**config.mk**
```make
export PLATFORM = sky130hd
export DESIGN_NAME = park_space_tracker_flat
export DESIGN_NICKNAME = d
export VERILOG_FILES = /design/src/rtl/park_pkg.sv /design/src/rtl/park_space_tracker_if.sv /design/src/rtl/park_req_channel.sv /design/src/rtl/park_space_tracker.sv /design/src/flat_wrapper.sv
export SDC_FILE = /design/constraint.sdc
export NUM_CORES = 1
export LEC_CHECK = 0
export BUFFER_PORTS_ARGS = -buffer_cell sky130_fd_sc_hd__buf_4
export CORE_MARGIN = 2
export CORE_UTILIZATION = 49
export CTS_BUF_LIST = sky130_fd_sc_hd__clkbuf_8
export CTS_CLUSTER_DIAMETER = 200
export CTS_CLUSTER_SIZE = 16
export DETAILED_ROUTE_END_ITERATION = 10
export PLACE_DENSITY = 0.73
export SLEW_MARGIN = 5
export SYNTH_ARGS = -nofsm -noshare
export SYNTH_HDL_FRONTEND = slang
export SYNTH_HIERARCHICAL = 1
export SYNTH_SLANG_ARGS = --single-unit
```
**constraint.sdc**
```tcl
create_clock -name clk -period 4.1 [get_ports clk]
set_clock_uncertainty 0.1 [all_clocks]
set_input_delay 1.025 -clock clk [delete_from_list [all_inputs] [get_ports clk]]
set_output_delay 1.025 -clock clk [all_outputs]
set_load 0.005 [all_outputs]
```
**src/rtl/park_pkg.sv**
```systemverilog
// rtl/park_pkg.sv - shared sizing, channel state type and slot-to-bit mapping
package park_pkg;
  localparam int SLOTS = 8;
  localparam int IDX_W = 3;
  localparam int CNT_W = 4;

  typedef enum logic [1:0] {IDLE, BUSY, WAIT_LOW} chan_state_e;

  // Slot 0 lives in the MSB of the occupancy vector.
  function automatic int slot_bit(input int idx, input int slots = SLOTS);
    return slots - 1 - idx;
  endfunction
endpackage

```
**src/rtl/park_space_tracker_if.sv**
```systemverilog
// rtl/park_space_tracker_if.sv - entry/exit request channels and occupancy status bundle
interface park_space_tracker_if;
  import park_pkg::*;

  logic             entry_req;
  logic [IDX_W-1:0] entry_slot;
  logic             exit_req;
  logic [IDX_W-1:0] exit_slot;
  logic [SLOTS-1:0] parking_capacity;
  logic [CNT_W-1:0] free_count;
  logic             full;
  logic             empty;
  logic             entry_ack;
  logic             entry_err;
  logic             exit_ack;
  logic             exit_err;

  modport master (
    output entry_req, entry_slot, exit_req, exit_slot,
    input  parking_capacity, free_count, full, empty,
    input  entry_ack, entry_err, exit_ack, exit_err
  );

  modport slave (
    input  entry_req, entry_slot, exit_req, exit_slot,
    output parking_capacity, free_count, full, empty,
    output entry_ack, entry_err, exit_ack, exit_err
  );
endinterface

```
**src/rtl/park_req_channel.sv**
```systemverilog
// rtl/park_req_channel.sv - level req/ack channel FSM; captures the slot and strobes go once per request
module park_req_channel
  import park_pkg::*;
(
  input  logic             clk,
  input  logic             reset,
  input  logic             req_i,
  input  logic [IDX_W-1:0] slot_i,
  output logic             go_o,
  output logic [IDX_W-1:0] slot_o
);
  chan_state_e      state_q, state_d;
  logic [IDX_W-1:0] slot_q, slot_d;

  always_ff @(posedge clk) begin
    if (reset) begin
      state_q <= IDLE;
      slot_q  <= '0;
    end else begin
      state_q <= state_d;
      slot_q  <= slot_d;
    end
  end

  always_comb begin
    state_d = state_q;
    slot_d  = slot_q;
    case (state_q)
      IDLE: begin
        if (req_i) begin
          slot_d  = slot_i;
          state_d = BUSY;
        end
      end
      BUSY:     state_d = WAIT_LOW;
      WAIT_LOW: if (!req_i) state_d = IDLE;
      default:  state_d = IDLE;
    endcase
  end

  // Reset landing on the BUSY cycle suppresses the strobe so no ack escapes.
  always_comb begin
    go_o = (state_q == BUSY) && !reset;
  end

  assign slot_o = slot_q;
endmodule

```
**src/rtl/park_space_tracker.sv**
```systemverilog
// rtl/park_space_tracker.sv - occupancy register with entry/exit channels, free count and full/empty flags
module park_space_tracker
  import park_pkg::*;
(
  input  logic                 clk,
  input  logic                 reset,
  park_space_tracker_if.slave  bus
);
  logic [SLOTS-1:0] cap_q, cap_d;
  logic [CNT_W-1:0] cnt_q, cnt_d;
  logic             ent_go, ext_go;
  logic [IDX_W-1:0] ent_idx, ext_idx;
  logic             ent_ok, ext_ok;

  park_req_channel u_entry (
    .clk    (clk),
    .reset  (reset),
    .req_i  (bus.entry_req),
    .slot_i (bus.entry_slot),
    .go_o   (ent_go),
    .slot_o (ent_idx)
  );

  park_req_channel u_exit (
    .clk    (clk),
    .reset  (reset),
    .req_i  (bus.exit_req),
    .slot_i (bus.exit_slot),
    .go_o   (ext_go),
    .slot_o (ext_idx)
  );

  function automatic logic in_range(input logic [IDX_W-1:0] idx);
    return 32'(idx) < SLOTS;
  endfunction

  function automatic logic [IDX_W-1:0] bit_pos(input logic [IDX_W-1:0] idx);
    return IDX_W'(slot_bit(int'(idx)));
  endfunction

  // Both checks look at the pre-update vector, so a same-slot collision
  // resolves itself: only the request matching the current state succeeds.
  always_comb begin
    ent_ok = ent_go && in_range(ent_idx) && cap_q[bit_pos(ent_idx)];
    ext_ok = ext_go && in_range(ext_idx) && !cap_q[bit_pos(ext_idx)];
    cap_d  = cap_q;
    if (ent_ok) cap_d[bit_pos(ent_idx)] = 1'b0;
    if (ext_ok) cap_d[bit_pos(ext_idx)] = 1'b1;
    cnt_d  = cnt_q - CNT_W'(ent_ok) + CNT_W'(ext_ok);
  end

  always_ff @(posedge clk) begin
    if (reset) begin
      cap_q <= '1;
      cnt_q <= CNT_W'(SLOTS);
    end else begin
      cap_q <= cap_d;
      cnt_q <= cnt_d;
    end
  end

  assign bus.parking_capacity = cap_q;
  assign bus.free_count       = cnt_q;
  assign bus.full             = (cnt_q == '0);
  assign bus.empty            = (cnt_q == CNT_W'(SLOTS));
  assign bus.entry_ack        = ent_go;
  assign bus.entry_err        = ent_go && !ent_ok;
  assign bus.exit_ack         = ext_go;
  assign bus.exit_err         = ext_go && !ext_ok;
endmodule

```
**src/flat_wrapper.sv**
```systemverilog
// flat-port wrapper written by rule: the top's interface ports become plain ports
module park_space_tracker_flat import park_pkg::*;
  (clk, reset, bus_entry_req, bus_entry_slot, bus_exit_req, bus_exit_slot, bus_parking_capacity, bus_free_count, bus_full, bus_empty, bus_entry_ack, bus_entry_err, bus_exit_ack, bus_exit_err);
  park_space_tracker_if bus_i ();
  input  logic clk;
  input  logic reset;
  input wire logic [$bits(bus_i.entry_req)-1:0] bus_entry_req;
  input wire logic [$bits(bus_i.entry_slot)-1:0] bus_entry_slot;
  input wire logic [$bits(bus_i.exit_req)-1:0] bus_exit_req;
  input wire logic [$bits(bus_i.exit_slot)-1:0] bus_exit_slot;
  output wire logic [$bits(bus_i.parking_capacity)-1:0] bus_parking_capacity;
  output wire logic [$bits(bus_i.free_count)-1:0] bus_free_count;
  output wire logic [$bits(bus_i.full)-1:0] bus_full;
  output wire logic [$bits(bus_i.empty)-1:0] bus_empty;
  output wire logic [$bits(bus_i.entry_ack)-1:0] bus_entry_ack;
  output wire logic [$bits(bus_i.entry_err)-1:0] bus_entry_err;
  output wire logic [$bits(bus_i.exit_ack)-1:0] bus_exit_ack;
  output wire logic [$bits(bus_i.exit_err)-1:0] bus_exit_err;
  assign bus_i.entry_req = bus_entry_req;
  assign bus_i.entry_slot = bus_entry_slot;
  assign bus_i.exit_req = bus_exit_req;
  assign bus_i.exit_slot = bus_exit_slot;
  assign bus_parking_capacity = bus_i.parking_capacity;
  assign bus_free_count = bus_i.free_count;
  assign bus_full = bus_i.full;
  assign bus_empty = bus_i.empty;
  assign bus_entry_ack = bus_i.entry_ack;
  assign bus_entry_err = bus_i.entry_err;
  assign bus_exit_ack = bus_i.exit_ack;
  assign bus_exit_err = bus_i.exit_err;
  park_space_tracker u_core (.clk(clk), .reset(reset), .bus(bus_i));
endmodule
```
---- After elaboration in Yosys (flattened, before gate mapping) ----
Index checks and enable logic that the tools add are counted.
word-level totals
  input bits .............................. 10
  RAM bits ................................ 0
  memories ................................ 0
  word-level logic and storage cells ...... 61
  memory bits (read-only) ................. 0
  bits in latches ......................... 0
  register bits ........................... 22
  output and inout bits ................... 18
operators by class
  multiply operators ...................... 0
  reduce and logical (&&, ||, !) cells .... 19
  eq/ne operators ......................... 9
  mux-type cells .......................... 16
  bitwise gates (word level) .............. 3
  magnitude comparators ................... 4
  divide/modulo/power cells ............... 0
  shift-type cells ........................ 0
  add/sub/neg operators ................... 4
operator list
  kind                                                                           number
  8-bit two-way mux                                                              2
  2-bit case mux with 3 select lines                                             2
  8-bit AND                                                                      1
  1-bit logical AND                                                              8
  3-bit by 4-bit less-than comparator with 1-bit output (second input constant)  2
  2-bit two-way mux                                                              4
  2-bit != test (second input constant)                                          4
  8-bit inverter                                                                 1
  8-bit OR                                                                       1
  2-bit AND reduction                                                            4
  1-bit binary-select mux with 3-bit select                                      2
  1-bit demux with 3-bit select                                                  2
  3-bit by 1-bit >= comparator with 1-bit output (second input constant)         2
  3-bit subtractor (first input constant)                                        2
  4-bit by 1-bit adder with 4-bit output                                         1
  2-bit by 1-bit == test with 1-bit output (second input constant)               2
  2-bit == test (second input constant)                                          2
  4-bit == test (second input constant)                                          1
  1-bit logical NOT                                                              4
  2-bit logical NOT                                                              2
  4-bit logical NOT                                                              1
  1-bit two-way mux                                                              4
  4-bit by 1-bit subtractor with 4-bit output                                    1

---- Logic depth before layout (Yosys ltp) ----
  word-level depth ........................ 10
  gate-level depth with buffers ........... 10
  mapped depth without buffers ............ 9

---- Hierarchy ----
The synthesis kept the hierarchy.
modules (own cells, without submodules)
  module              cells each  area each (µm²)  sequential area each (µm²)  instances
  park_space_tracker  86          810.8            240.2                       1
  park_req_channel    20          221.5            100.1                       2

---- Worst setup path before layout ----
No wires, ideal clock.
  path kind ............................... input to output
  from .................................... in reset
  to ...................................... out bus_entry_err
  buffers on the path ..................... 0
  stages .................................. 2
  arrival ................................. 1.761 ns
  required time ........................... 2.975 ns
  path slack .............................. 1.214 ns
  cell sequence ........................... nor3b_1 -> nor4b_1
between the ends
  longest elaborated chain between the ends .. 5
ends and longest elaborated chain
  element                line                      source
  start: declaration     flat_wrapper.sv:6         input logic reset;
  1-bit logical NOT (*)  park_req_channel.sv:43    go_o = (state_q == BUSY) && !reset;
  1-bit logical AND (*)  park_req_channel.sv:43
  1-bit logical AND      park_space_tracker.sv:44  ent_ok = ent_go && in_range(ent_idx) && cap_q[bit_pos(ent_idx)];
  1-bit logical NOT      park_space_tracker.sv:67  assign bus.entry_err = ent_go && !ent_ok;
  1-bit logical AND (*)  park_space_tracker.sv:67
  end: declaration       flat_wrapper.sv:16        output wire logic [$bits(bus_i.entry_err)-1:0] bus_entry_err;
Every way passes the cells marked *; elsewhere a longest branch is shown, timed or not.

---- Worst setup path after layout ----
  from .................................... in reset
  to ...................................... out bus_exit_err
between the ends
  longest elaborated chain between the ends .. 5
ends and longest elaborated chain
  element                line                      source
  1-bit logical NOT (*)  park_req_channel.sv:43
  1-bit logical AND (*)  park_req_channel.sv:43
  1-bit logical AND      park_space_tracker.sv:45  ext_ok = ext_go && in_range(ext_idx) && !cap_q[bit_pos(ext_idx)];
  1-bit logical NOT      park_space_tracker.sv:69  assign bus.exit_err = ext_go && !ext_ok;
  1-bit logical AND (*)  park_space_tracker.sv:69
  end: declaration       flat_wrapper.sv:18        output wire logic [$bits(bus_i.exit_err)-1:0] bus_exit_err;
Marks and branches as above.

==> run_results.csv <==
group,metric,value,unit
route,dr_total_vias,1048,
clock_tree,cts_sinks,22,
clock_tree,clk_pin_slew,0.08,ns
floorplan,design.portCount,28,
timing,period_needed,3.28,ns
status,status,"complete, no violations",
timing,relSlewSlack,63.9,%
power,leakagePower,0.611,nW
layout,final_layout_size_suffix_gt1_share,25.0,%
route,drtPass1Iterations,4,
global_route,first_global_vias,945,
setup_path,crit_chain,"buf_4, nor3b_1, nor4b_2, buf_4",
setup_path,crit_arrival,2.15,ns
clock_tree,cts_root_buffer,"clkbuf_8",
synth,async_flop_share,0,%
run,maxCapViolCount,0,
route,finalWirelength,2590,um
timing,setup_violations,0,
setup_path,cpMostUsedCell,"buf_4",
global_route,grt.overflow.total,0,
global_route,grt_pass1_wl,4200,um
timing,hold_violations,0,
setup_path,crit_path_end_kind,"primary output",
route,wl_per_cell,13.9,um
route,ant_nets,0,
clock_tree,cts_resized,0,
timing,tns,0,ns
setup_path,critPathMaxFanout,24,
clock_tree,cts_buffers,3,
synth,synth.most_common_cell,"dfxtp_1",
synth,synth.largest_area_cell,"dfxtp_1",
setup_path,slowest_delay,0.48,ns
route,via_per_inst,5.63,
synth,synth_cells,126,
global_route,antenna_found_initial,0,
timing,rsz0062_at_grt,"no",
clock_tree,ctsHoldBuffers,0,
setup_path,worstSetupPathType,"primary input to primary output",
floorplan,die-area,0.00298,mm^2
min_path,hold_class,"flip-flop to flip-flop",
clock_tree,cts.path.max_buffers,2,
layout,multi_input_area,774,um^2
route,drc,0,
layout,regArea,440,um^2
timing,fin_crit_sh,80.0,%
timing,tightest_slew,0.541,ns
route,drtIter0Drc,40,
setup_path,start_kind,"primary input",
setup_path,cp.required,2.97,ns
setup_path,cp_slowest_cell,"nor3b_1",
power,p_total,579,uW
synth,synth-main-ff-cell,"dfxtp_1",
synth,synth_edf_count,0,
layout,antennaDiodeCount,0,
global_route,grt_start_max_net_pins,25,
power,peakVddDrop,0.305,mV
synth,synth.cell_area,0.00125,mm^2
floorplan,die_h,54.6,um
placement,hpwlAfterDp,1940,um
clock_tree,cts_tree,"yes",
synth,syn-mean-instance-area,9.95,um^2
clock_tree,clk_latency,0.26,ns
floorplan,die_w,54.6,um
timing,slew_violations,0,
floorplan,fp-row-count,18,
synth,synth_top_area_share,35.1,%
synth,synth_common_cells,"dfxtp_1, nand2b_1, mux2i_1",
power,power_density,372,mW/mm^2
placement,place_ws,0.825,ns
timing,setup_ws,0.821,ns
layout,nFillCells,197,
synth,ys_top_cells_by_area,"dfxtp_1, nand2b_1, mux2i_1",
floorplan,coreArea,0.00245,mm^2
placement,gp_congestion,0.812,
layout,final_nets,174,
layout,syn_to_final_growth,24.2,%
synth,ys_ff_latch,22,
synth,synth_warnings,6,
clock_tree,cts-htree-levels,1,
global_route,grtUsageTotal,20.0,%
synth,synth_seq_area_share,35.1,%
floorplan,initial_utilization,51.1,%
timing,max_freq,0.305,GHz
clock_tree,post_cts_buffers,0,
synth,ys_types,33,
placement,io_buffers,27,
synth,synth_nets,143,
-- routing by layer --
metal  wire length (um)  GRT usage (%)  up-vias
met5                  0              0        -
met4                 59           10.4        0
met3                145           6.01        7
met2               1270           31.2       39
met1               1120           24.6      484
li1                   -              -      518
-- critical path, delay by kind of cell --
family | cells | cell delay, ns
buffers and inverters | 2 | 0.33
AND/OR/NAND/NOR | 2 | 0.79
-- cells by family (layout without fill, tap and decap cells) --
group / Yosys count / after routing / share of synthesized area (%)
buffers and inverters: 8 / 38 / 3.09
AOI/OAI and AO/OA: 23 / 23 / 13.6
and+or+nand+nor: 51 / 51 / 28.5
xor gates and xnor gates: 1 / 1 / 0.699
adders and majority gates: 7 / 7 / 7.58
DFF: 22 / 22 / 35.1
muxes: 14 / 14 / 11.4
-- where the power goes --
part / total [mW] / internal [mW] / switching (mW)
sequential: 0.251 / 0.230 / 0.0219
clock: 0.200 / 0.130 / 0.0695
combinational: 0.127 / 0.0755 / 0.0517
-- sequential cells by signal (all words and copies together) (netlist names) --
| register | count |
|---|---|
| u_core/bus.free_count | 4 |
| u_core/u_exit/state_q | 2 |
| u_core/bus.parking_capacity | 8 |
| u_core/u_entry/slot_o | 3 |
| u_core/u_exit/slot_o | 3 |
| u_core/u_entry/state_q | 2 |
-- path summary, 6_finish.rpt --
kind	slack, ns	cells after the start	end	from
worst min-delay path	0.44	2	u_core/u_entry/state_q[1]$_SDFFE_PP0P_	u_core/u_entry/state_q[0]$_SDFFE_PP0P_
worst max register to register	1.41	9	u_core/bus.free_count[2]$_SDFF_PP0_	u_core/u_exit/slot_o[2]$_SDFFE_PP0P_
worst min register to register	0.44	2	u_core/u_entry/state_q[1]$_SDFFE_PP0P_	u_core/u_entry/state_q[0]$_SDFFE_PP0P_
worst max-delay path	0.82	4	bus_exit_err	reset
-- metrics by stage --
| stage | util [%] | instance area (um^2) | std cells | hold slack [ns] |
|---|---|---|---|---|
| finish | 63.4 | 1560 | 186 | 0.443 |
| global route | 63.4 | 1560 | 186 | 0.481 |
| CTS | 63.4 | 1560 | 186 | 0.450 |
| detailed placement | 60.5 | 1490 | 182 | 0.437 |
| global placement | 60.5 | 1490 | 182 | 0.424 |
| floorplan | - | 1250 | 126 | 0.345 |
-- cell usage in the layout, fill, tap and decap left out, types with 2 or more instances in the layout --
master | Yosys | routed
buf_4 | 0 | 28
dfxtp_1 | 22 | 22
nand2b_1 | 21 | 21
mux2i_1 | 12 | 12
inv_1 | 6 | 6
o21ai_0 | 6 | 6
o311ai_1 | 6 | 6
ha_1 | 6 | 6
nand2_1 | 4 | 4
nor3b_1 | 4 | 4
clkbuf_8 | 0 | 3
o31ai_1 | 3 | 3
nor2_1 | 3 | 3
nor4b_1 | 3 | 3
nor2b_1 | 3 | 3
a21oi_1 | 3 | 3
mux2_1 | 2 | 2
or4_1 | 2 | 2
nand3_1 | 2 | 2
nor3b_4 | 2 | 2
nand3b_1 | 2 | 2
-- layout make-up --
cell class	instances	area share [%]
Clock buffer	3	2.65
Clock inverter	1	1.93
Inverter	6	1.45
Multi-Input combinational cell	96	49.8
Sequential cell	22	28.3
Tap cell	30	2.41
Timing Repair Buffer	28	13.5
Note: power is estimated with default switching activity, not from simulation.
